### config.mk
export PLATFORM = sky130hd
export DESIGN_NAME = lvds_tx
export DESIGN_NICKNAME = d
export VERILOG_FILES = /design/src/rtl/lvds_tx.sv
export SDC_FILE = /design/constraint.sdc
export NUM_CORES = 1
export LEC_CHECK = 0
export CORE_ASPECT_RATIO = 0.75
export CORE_MARGIN = 2
export CORE_UTILIZATION = 45
export DETAILED_ROUTE_END_ITERATION = 8
export HOLD_SLACK_MARGIN = 0.1
export PLACE_DENSITY_LB_ADDON = 0.25
export SYNTH_ARGS = -nofsm -noshare
export SYNTH_HDL_FRONTEND = slang
export SYNTH_SLANG_ARGS = --single-unit
### constraint.sdc
create_clock -name i_ddr_clk -period 3.3 [get_ports i_ddr_clk]
set_clock_uncertainty 0.2 [all_clocks]
set_input_delay 0.825 -clock i_ddr_clk [delete_from_list [all_inputs] [get_ports i_ddr_clk]]
set_output_delay 0.825 -clock i_ddr_clk [all_outputs]
set_load 0.01 [all_outputs]
### src/rtl/lvds_tx.sv
// lvds_tx - transmit-side serialiser for the modem LVDS I/Q link.
//
// Pulls one 32-bit I/Q word from the TX FIFO every 16 clocks. It shifts the
// word out MSB-first, two bits per clock, to an external DDR output buffer.
// Word layout: [31:30] I sync (10), [29:17] I, [16] I ctrl,
//              [15:14] Q sync (01), [13:1]  Q, [0]  Q ctrl.
//
// Ports:
//   i_ddr_clk       modem TX DDR clock (only clock)
//   i_rst_b         asynchronous active-low reset
//   i_tx_enable     transmit enable, sampled only at frame count 14
//   i_fifo_empty    TX FIFO empty flag
//   i_fifo_data     TX FIFO read data, valid the cycle after o_fifo_pull
//   o_fifo_pull     one-cycle FIFO read strobe (frame count 14 only)
//   o_ddr_data      bit pair; [1] goes out on the rising edge, [0] on falling
//   o_frame_start   high while the first pair of a word is on o_ddr_data
//   o_active        high while in the ACTIVE state
//   i_underrun_clr  synchronous clear of the underrun flag and counter
//   o_underrun      sticky underrun flag
//   o_underrun_cnt  saturating underrun event count
module lvds_tx #(
  parameter logic [31:0] IDLE_WORD  = 32'h8000_4000,
  parameter bit          FORCE_SYNC = 1'b1
) (
  input  logic        i_ddr_clk,
  input  logic        i_rst_b,
  input  logic        i_tx_enable,
  input  logic        i_fifo_empty,
  input  logic [31:0] i_fifo_data,
  output logic        o_fifo_pull,
  output logic [1:0]  o_ddr_data,
  output logic        o_frame_start,
  output logic        o_active,
  input  logic        i_underrun_clr,
  output logic        o_underrun,
  output logic [15:0] o_underrun_cnt
);

  typedef enum logic {DISABLED, ACTIVE} state_t;

  // Source of the next word, decided at count 14 and consumed at count 15.
  typedef enum logic [1:0] {SRC_ZERO, SRC_FIFO, SRC_IDLE} src_t;

  logic [3:0]  cnt_q, cnt_d;
  state_t      state_q, state_d;
  src_t        src_q, src_d;
  logic [31:0] shift_q, shift_d;
  logic        frameStart_q, frameStart_d;
  logic        underrun_q, underrun_d;
  logic [15:0] underrunCnt_q, underrunCnt_d;
  logic [31:0] nextWord;
  logic        underrunEvent;

  // All state lives in one register bank. A reset discards any word that is
  // part-way through being sent.
  always_ff @(posedge i_ddr_clk or negedge i_rst_b) begin
    if (!i_rst_b) begin
      cnt_q         <= 4'd0;
      state_q       <= DISABLED;
      src_q         <= SRC_ZERO;
      shift_q       <= 32'd0;
      frameStart_q  <= 1'b0;
      underrun_q    <= 1'b0;
      underrunCnt_q <= 16'd0;
    end else begin
      cnt_q         <= cnt_d;
      state_q       <= state_d;
      src_q         <= src_d;
      shift_q       <= shift_d;
      frameStart_q  <= frameStart_d;
      underrun_q    <= underrun_d;
      underrunCnt_q <= underrunCnt_d;
    end
  end

  // Frame decision at count 14. This is the only point where enable and
  // FIFO empty are looked at. Any change elsewhere in the frame waits for
  // the next boundary, so a word always goes out complete.
  always_comb begin
    cnt_d         = cnt_q + 4'd1;
    state_d       = state_q;
    src_d         = src_q;
    o_fifo_pull   = 1'b0;
    underrunEvent = 1'b0;
    if (cnt_q == 4'd14) begin
      if (i_tx_enable) begin
        state_d = ACTIVE;
        if (i_fifo_empty) begin
          src_d         = SRC_IDLE;
          underrunEvent = 1'b1;
        end else begin
          src_d       = SRC_FIFO;
          o_fifo_pull = 1'b1;
        end
      end else begin
        state_d = DISABLED;
        src_d   = SRC_ZERO;
      end
    end
  end

  // Select the next word at count 15, when the pulled FIFO data is valid.
  // Forcing the sync fields keeps the receiver framed even if software
  // writes raw samples.
  always_comb begin
    nextWord = 32'd0;
    case (src_q)
      SRC_FIFO: begin
        nextWord = i_fifo_data;
        if (FORCE_SYNC) begin
          nextWord[31:30] = 2'b10;
          nextWord[15:14] = 2'b01;
        end
      end
      SRC_IDLE: nextWord = IDLE_WORD;
      default:  nextWord = 32'd0;
    endcase
  end

  // The shift register loads on the 15 -> 0 edge and shifts two bits per
  // clock. Its top two bits drive the output pair directly, so the pair is
  // registered with no extra stage. The frame-start flag is registered for
  // the same reason and lines up with count 0.
  always_comb begin
    shift_d      = (cnt_q == 4'd15) ? nextWord : {shift_q[29:0], 2'b00};
    frameStart_d = (cnt_q == 4'd15);
  end

  // Underrun bookkeeping. An event in the same cycle as a clear takes
  // precedence, so the count restarts at 1 and does not lose that event.
  always_comb begin
    underrun_d    = underrun_q;
    underrunCnt_d = underrunCnt_q;
    if (underrunEvent) begin
      underrun_d = 1'b1;
      if (i_underrun_clr) begin
        underrunCnt_d = 16'd1;
      end else if (underrunCnt_q != 16'hFFFF) begin
        underrunCnt_d = underrunCnt_q + 16'd1;
      end
    end else if (i_underrun_clr) begin
      underrun_d    = 1'b0;
      underrunCnt_d = 16'd0;
    end
  end

  assign o_ddr_data     = shift_q[31:30];
  assign o_frame_start  = frameStart_q;
  assign o_active       = (state_q == ACTIVE);
  assign o_underrun     = underrun_q;
  assign o_underrun_cnt = underrunCnt_q;

endmodule
# After elaboration in Yosys (flattened, before gate mapping)
# Cells that the tools add are included.
totals:
  word_cells: 34
  regBits: 57
  out_inout_bits: 22
  inputBits: 37
op_classes:
  mux: 17
  n_reduce_logical: 3
  addsub: 2
  n_eq_ne: 5
ops:
  columns: ["op", "count"]
  rows:
  - ["$mux W16", 4]
  - ["$pmux W32 S2", 1]
  - ["$mux W32", 1]
  - ["$add A16 B1 Y16 const B", 1]
  - ["$ne A16 B16 Y1 const B", 1]
  - ["$mux W1", 9]
  - ["$eq A4 B4 Y1 const B", 2]
  - ["$add A4 B1 Y4 const B", 1]
  - ["$mux W2", 2]
  - ["$reduce_bool A2 Y1", 2]
  - ["$eq A2 B1 Y1 const B", 1]
  - ["$eq A2 B2 Y1 const B", 1]
  - ["$reduce_and A2 Y1", 1]

# Depth between registers and ports, before layout
depth:
  ltp_word: 5
  depth_mapped: 7
  mapped_depth_nobuf: 6

# Worst setup path after synthesis
# OpenSTA, ideal clock, no wires.
synth_timing:
  path_kind: "input port to output port"
  from: "in i_tx_enable"
  to: "out o_fifo_pull"
  setup_slack_ps: 1053
  n_path_buf: 0
  arrival_time_ps: 1222
  path_stages: 2
  required_ps: 2275
  path_cell_list: "nand4_1 -> nor2_1"
synth_via:
  elab_chain_len: 2
synth_rtl:
  columns: ["item", "line", "source"]
  rows:
  - ["start: declaration", "27", "input logic i_tx_enable,"]
  - ["$mux W1", "86", "if (i_tx_enable) begin"]
  - ["$mux W1", "85", "if (cnt_q == 4'd14) begin"]
  - ["end: declaration", "30", "output logic o_fifo_pull,"]
# Every way passes these cells.

# Final worst setup path
# Ends and elaborated chain as after synthesis.

==> results.rst <==
.. list-table::
   :header-rows: 1

   * - Metric
     - Value
   * - Syn. warnings
     - 0
   * - Number of enable-type register cells in the synthesized netlist
     - 0
   * - Routed length per instance
     - 13.6 µm
   * - Maximum VDD drop
     - 0.277 mV
   * - TritonCTS Buffers
     - 9
   * - Average cell area after synthesis
     - 9.47 µm²
   * - Post-route worst setup slack
     - 0.105 ns
   * - Class of the most critical hold timing path
     - flip-flop to flip-flop
   * - Most frequently used flop master after synthesis
     - dfrtp_1
   * - Clock network fraction of design power
     - 47.0%
   * - Slew Viols, Final
     - 0
   * - Via density per instance
     - 5.22
   * - CTS HTree Levels
     - 3
   * - Via count of the first global-routing pass
     - 2,058
   * - Comb pwr share
     - 5.8%
   * - Max frequency
     - 313 MHz
   * - Internal power component
     - 1190 µW
   * - Router iterations before antenna repair
     - 5
   * - Hold depth
     - 2
   * - Final-layout setup total negative slack
     - 0 ns
   * - Time the worst path needs with I/O delays and setup
     - 3.20 ns
   * - GRT met1 Usage
     - 26.1%
   * - Post-place setup slack
     - 0.120 ns
   * - Category of the critical setup timing path
     - input pin to output pin
   * - Sinks on Clock Net
     - 57
   * - Remaining number of nets flagged by the antenna check after routing
     - 0
   * - Crit path max fanout
     - 2
   * - Detailed placement HPWL
     - 3.77 mm
   * - Initial Utilization
     - 47.5%
   * - Layout cells sized above 1
     - 9.28%
   * - Post-layout power
     - 1520 µW
   * - Cell type with the highest aggregate area in the netlist
     - dfrtp_1
   * - Width of the die
     - 91.2 µm
   * - Maximum number of pins on one net before global-route repair
     - 42
   * - Kind of start point of the critical path
     - input pin
   * - P&R area growth vs syn
     - 32.7%
   * - CTS tree
     - built
   * - Antenna fix cells
     - 0
   * - Antenna violations before repair
     - 0
   * - Switching Power
     - 338 µW
   * - Critical path capture point type
     - output pin
   * - Total routed wirelength
     - 5.55 mm
   * - Worst hold slack after final layout
     - 0.235 ns
   * - Cell area power density
     - 447 nW/µm²
   * - Final cell count without fillers
     - 409
   * - Clock latency on the worst-skew pair
     - 0.34 ns
   * - Most repeated cell in the gate-level netlist after synthesis
     - nand2_1
   * - Commonest cells in the synthesized netlist
     - nand2_1 (68), dfrtp_1 (57), nand3_1 (36)
   * - Area share of the leading cell type in the synthesized netlist
     - 55.6%
   * - Root cell of the clock tree
     - clkbuf_8
   * - Leakage component of the power
     - 0.00164 µW
   * - Die height
     - 69.4 µm
   * - Core region area
     - 5410 µm²
   * - IO buf count
     - 54
   * - Setup repair after global routing missed its margin
     - false
   * - Outcome
     - finished clean
   * - Sum of overflow across all layers after global routing
     - 0
   * - Initial detailed-routing violation count
     - 191
   * - Fillers
     - 483
   * - Measured slew at the worst slew-check pin
     - 0.964 ns
   * - Summed instance area of the synthesized netlist
     - 2570 µm²
   * - Synth cell types
     - 42
   * - Max_slew headroom
     - 35.7%
   * - Post-synth net total
     - 313
   * - Data required time of the critical path
     - 2.27 ns
   * - Final count of hold timing violations
     - 0
   * - Routability Congestion
     - 0.858
   * - GR Util met2
     - 27.7%
   * - GRT Overall Usage
     - 19.1%
   * - Post-CTS setup-driven buffer insertion count
     - 0
   * - Number of vias after detailed routing
     - 2,135
   * - Count of final setup violators
     - 0
   * - # IOs
     - 59
   * - First-pass GRT wire length
     - 9.59 mm
   * - DRC viols
     - 0
   * - Cell count after synthesis
     - 271
   * - Rows
     - 23
   * - Share of total power consumed by net switching
     - 22.2%
   * - Layout Nets
     - 371
   * - Die outline area
     - 6330 µm²
   * - Bufs on Longest Clock Path
     - 2
   * - Depth of the most critical reg-to-reg path
     - 5
   * - Ys async rst share
     - 100%
   * - GR Layer Usage met3
     - 8.04%
   * - Global routing's busiest layer
     - met2
   * - Max-capacitance violation count
     - 0
   * - Top cells by area in the synthesized netlist
     - dfrtp_1 (56%), nand2_1 (9.9%), nand3_1 (7.0%)
   * - Worst endpoint data arrival time
     - 2.17 ns
   * - Register bit total from synthesis
     - 57
   * - Hold_buf cts
     - 0
   * - Sequential Power Share
     - 47.2%
   * - Instance count after placement with tap cells included
     - 393
   * - Clock transition at the registers of the reported paths
     - 0.06 ns
   * - Resize count post-CTS
     - 0
   * - Part of the Yosys area used for sequential elements
     - 55.6%
   * - Final period util
     - 96.8%
per-stage QoR:
step	util (%)	area, µm²
floorplan	-	2570
global placement	58.9	3190
detailed placement	58.9	3190
CTS	63.0	3410
global route	63.0	3410
finish	63.0	3410
path summary, 6_finish.rpt:
kind                            slack (ns)                 end         startpoint
worst min-delay path                  0.24          shift_q[4]         shift_q[2]
worst max-delay path                  0.10         o_fifo_pull        i_tx_enable
max in group asynchronous             1.78         shift_q[21]            i_rst_b
min in group asynchronous             0.41         shift_q[16]            i_rst_b
worst min register to register        0.24          shift_q[4]         shift_q[2]
worst max register to register        0.99  o_underrun_cnt[10]  o_underrun_cnt[1]
power groups by stage:
| stage | registers (µW) | clock network, µW | logic (µW) |
|---|---|---|---|
| after detailed placement | 733 | 0 | 89.5 |
| after global placement | 732 | 0 | 88.4 |
| after floorplan | 732 | 0 | 24.3 |
| after global routing | 721 | 762 | 98.0 |
| final | 719 | 716 | 87.8 |
| after CTS | 720 | 730 | 89.7 |
sequential cells by signal, summed over array words and instances (netlist names):
signal          cells
o_active            1
o_underrun          1
o_frame_start       1
shift_q            32
src_q               2
o_underrun_cnt     16
cnt_q               4
cell families (layout without fill, tap and decap cells):
kind of cell	count (synthesis)	in the layout	share of synthesized area (%)
adders and majority gates	5	5	2.44
and+or+nand+nor	145	145	27.2
DFF	57	57	55.6
buffers and inverters	24	87	4.04
xor gates and xnor gates	2	2	0.682
AOI/OAI and AO/OA	38	38	10.0
layout by cell type (no fill, tap or decap), types with 3 or more instances in the layout:
cell type and instances:
inv_1 9, nor3_1 3, dfrtp_1 57, ha_1 5, a31oi_1 15, buf_4 8
clkbuf_8 9, nand2_1 68, and2_1 3, a211o_1 3, and4_1 4, nand3_1 36
o21ai_0 6, nor2_1 9, nand2b_1 3, nand4_1 4, and3_1 4, clkdlybuf4s50_1 53
area by class of cell:
class                           count  area [µm²]  area share (%)
Clock buffer                        9         124            3.64
Clock inverter                      7        95.1            2.79
Inverter                            9        33.8           0.992
Multi-Input combinational cell    190        1040            30.5
Sequential cell                    57        1430            41.9
Tap cell                           75        93.8            2.76
Timing Repair Buffer               62         596            17.5
metal layers:
metal  part of all wire, %  vias up
met1                    49     1008
met2                    44       65
met4                  0.49        0
met3                   6.1        2
li1                      -     1060
met5                     0        -
critical path, stage by stage:
cell	delay (ns)
clkdlybuf4s50_1	0.48
nand4_1	0.13
nor2_1	0.17
clkdlybuf4s50_1	0.56
(Power assumes the default switching activity.)
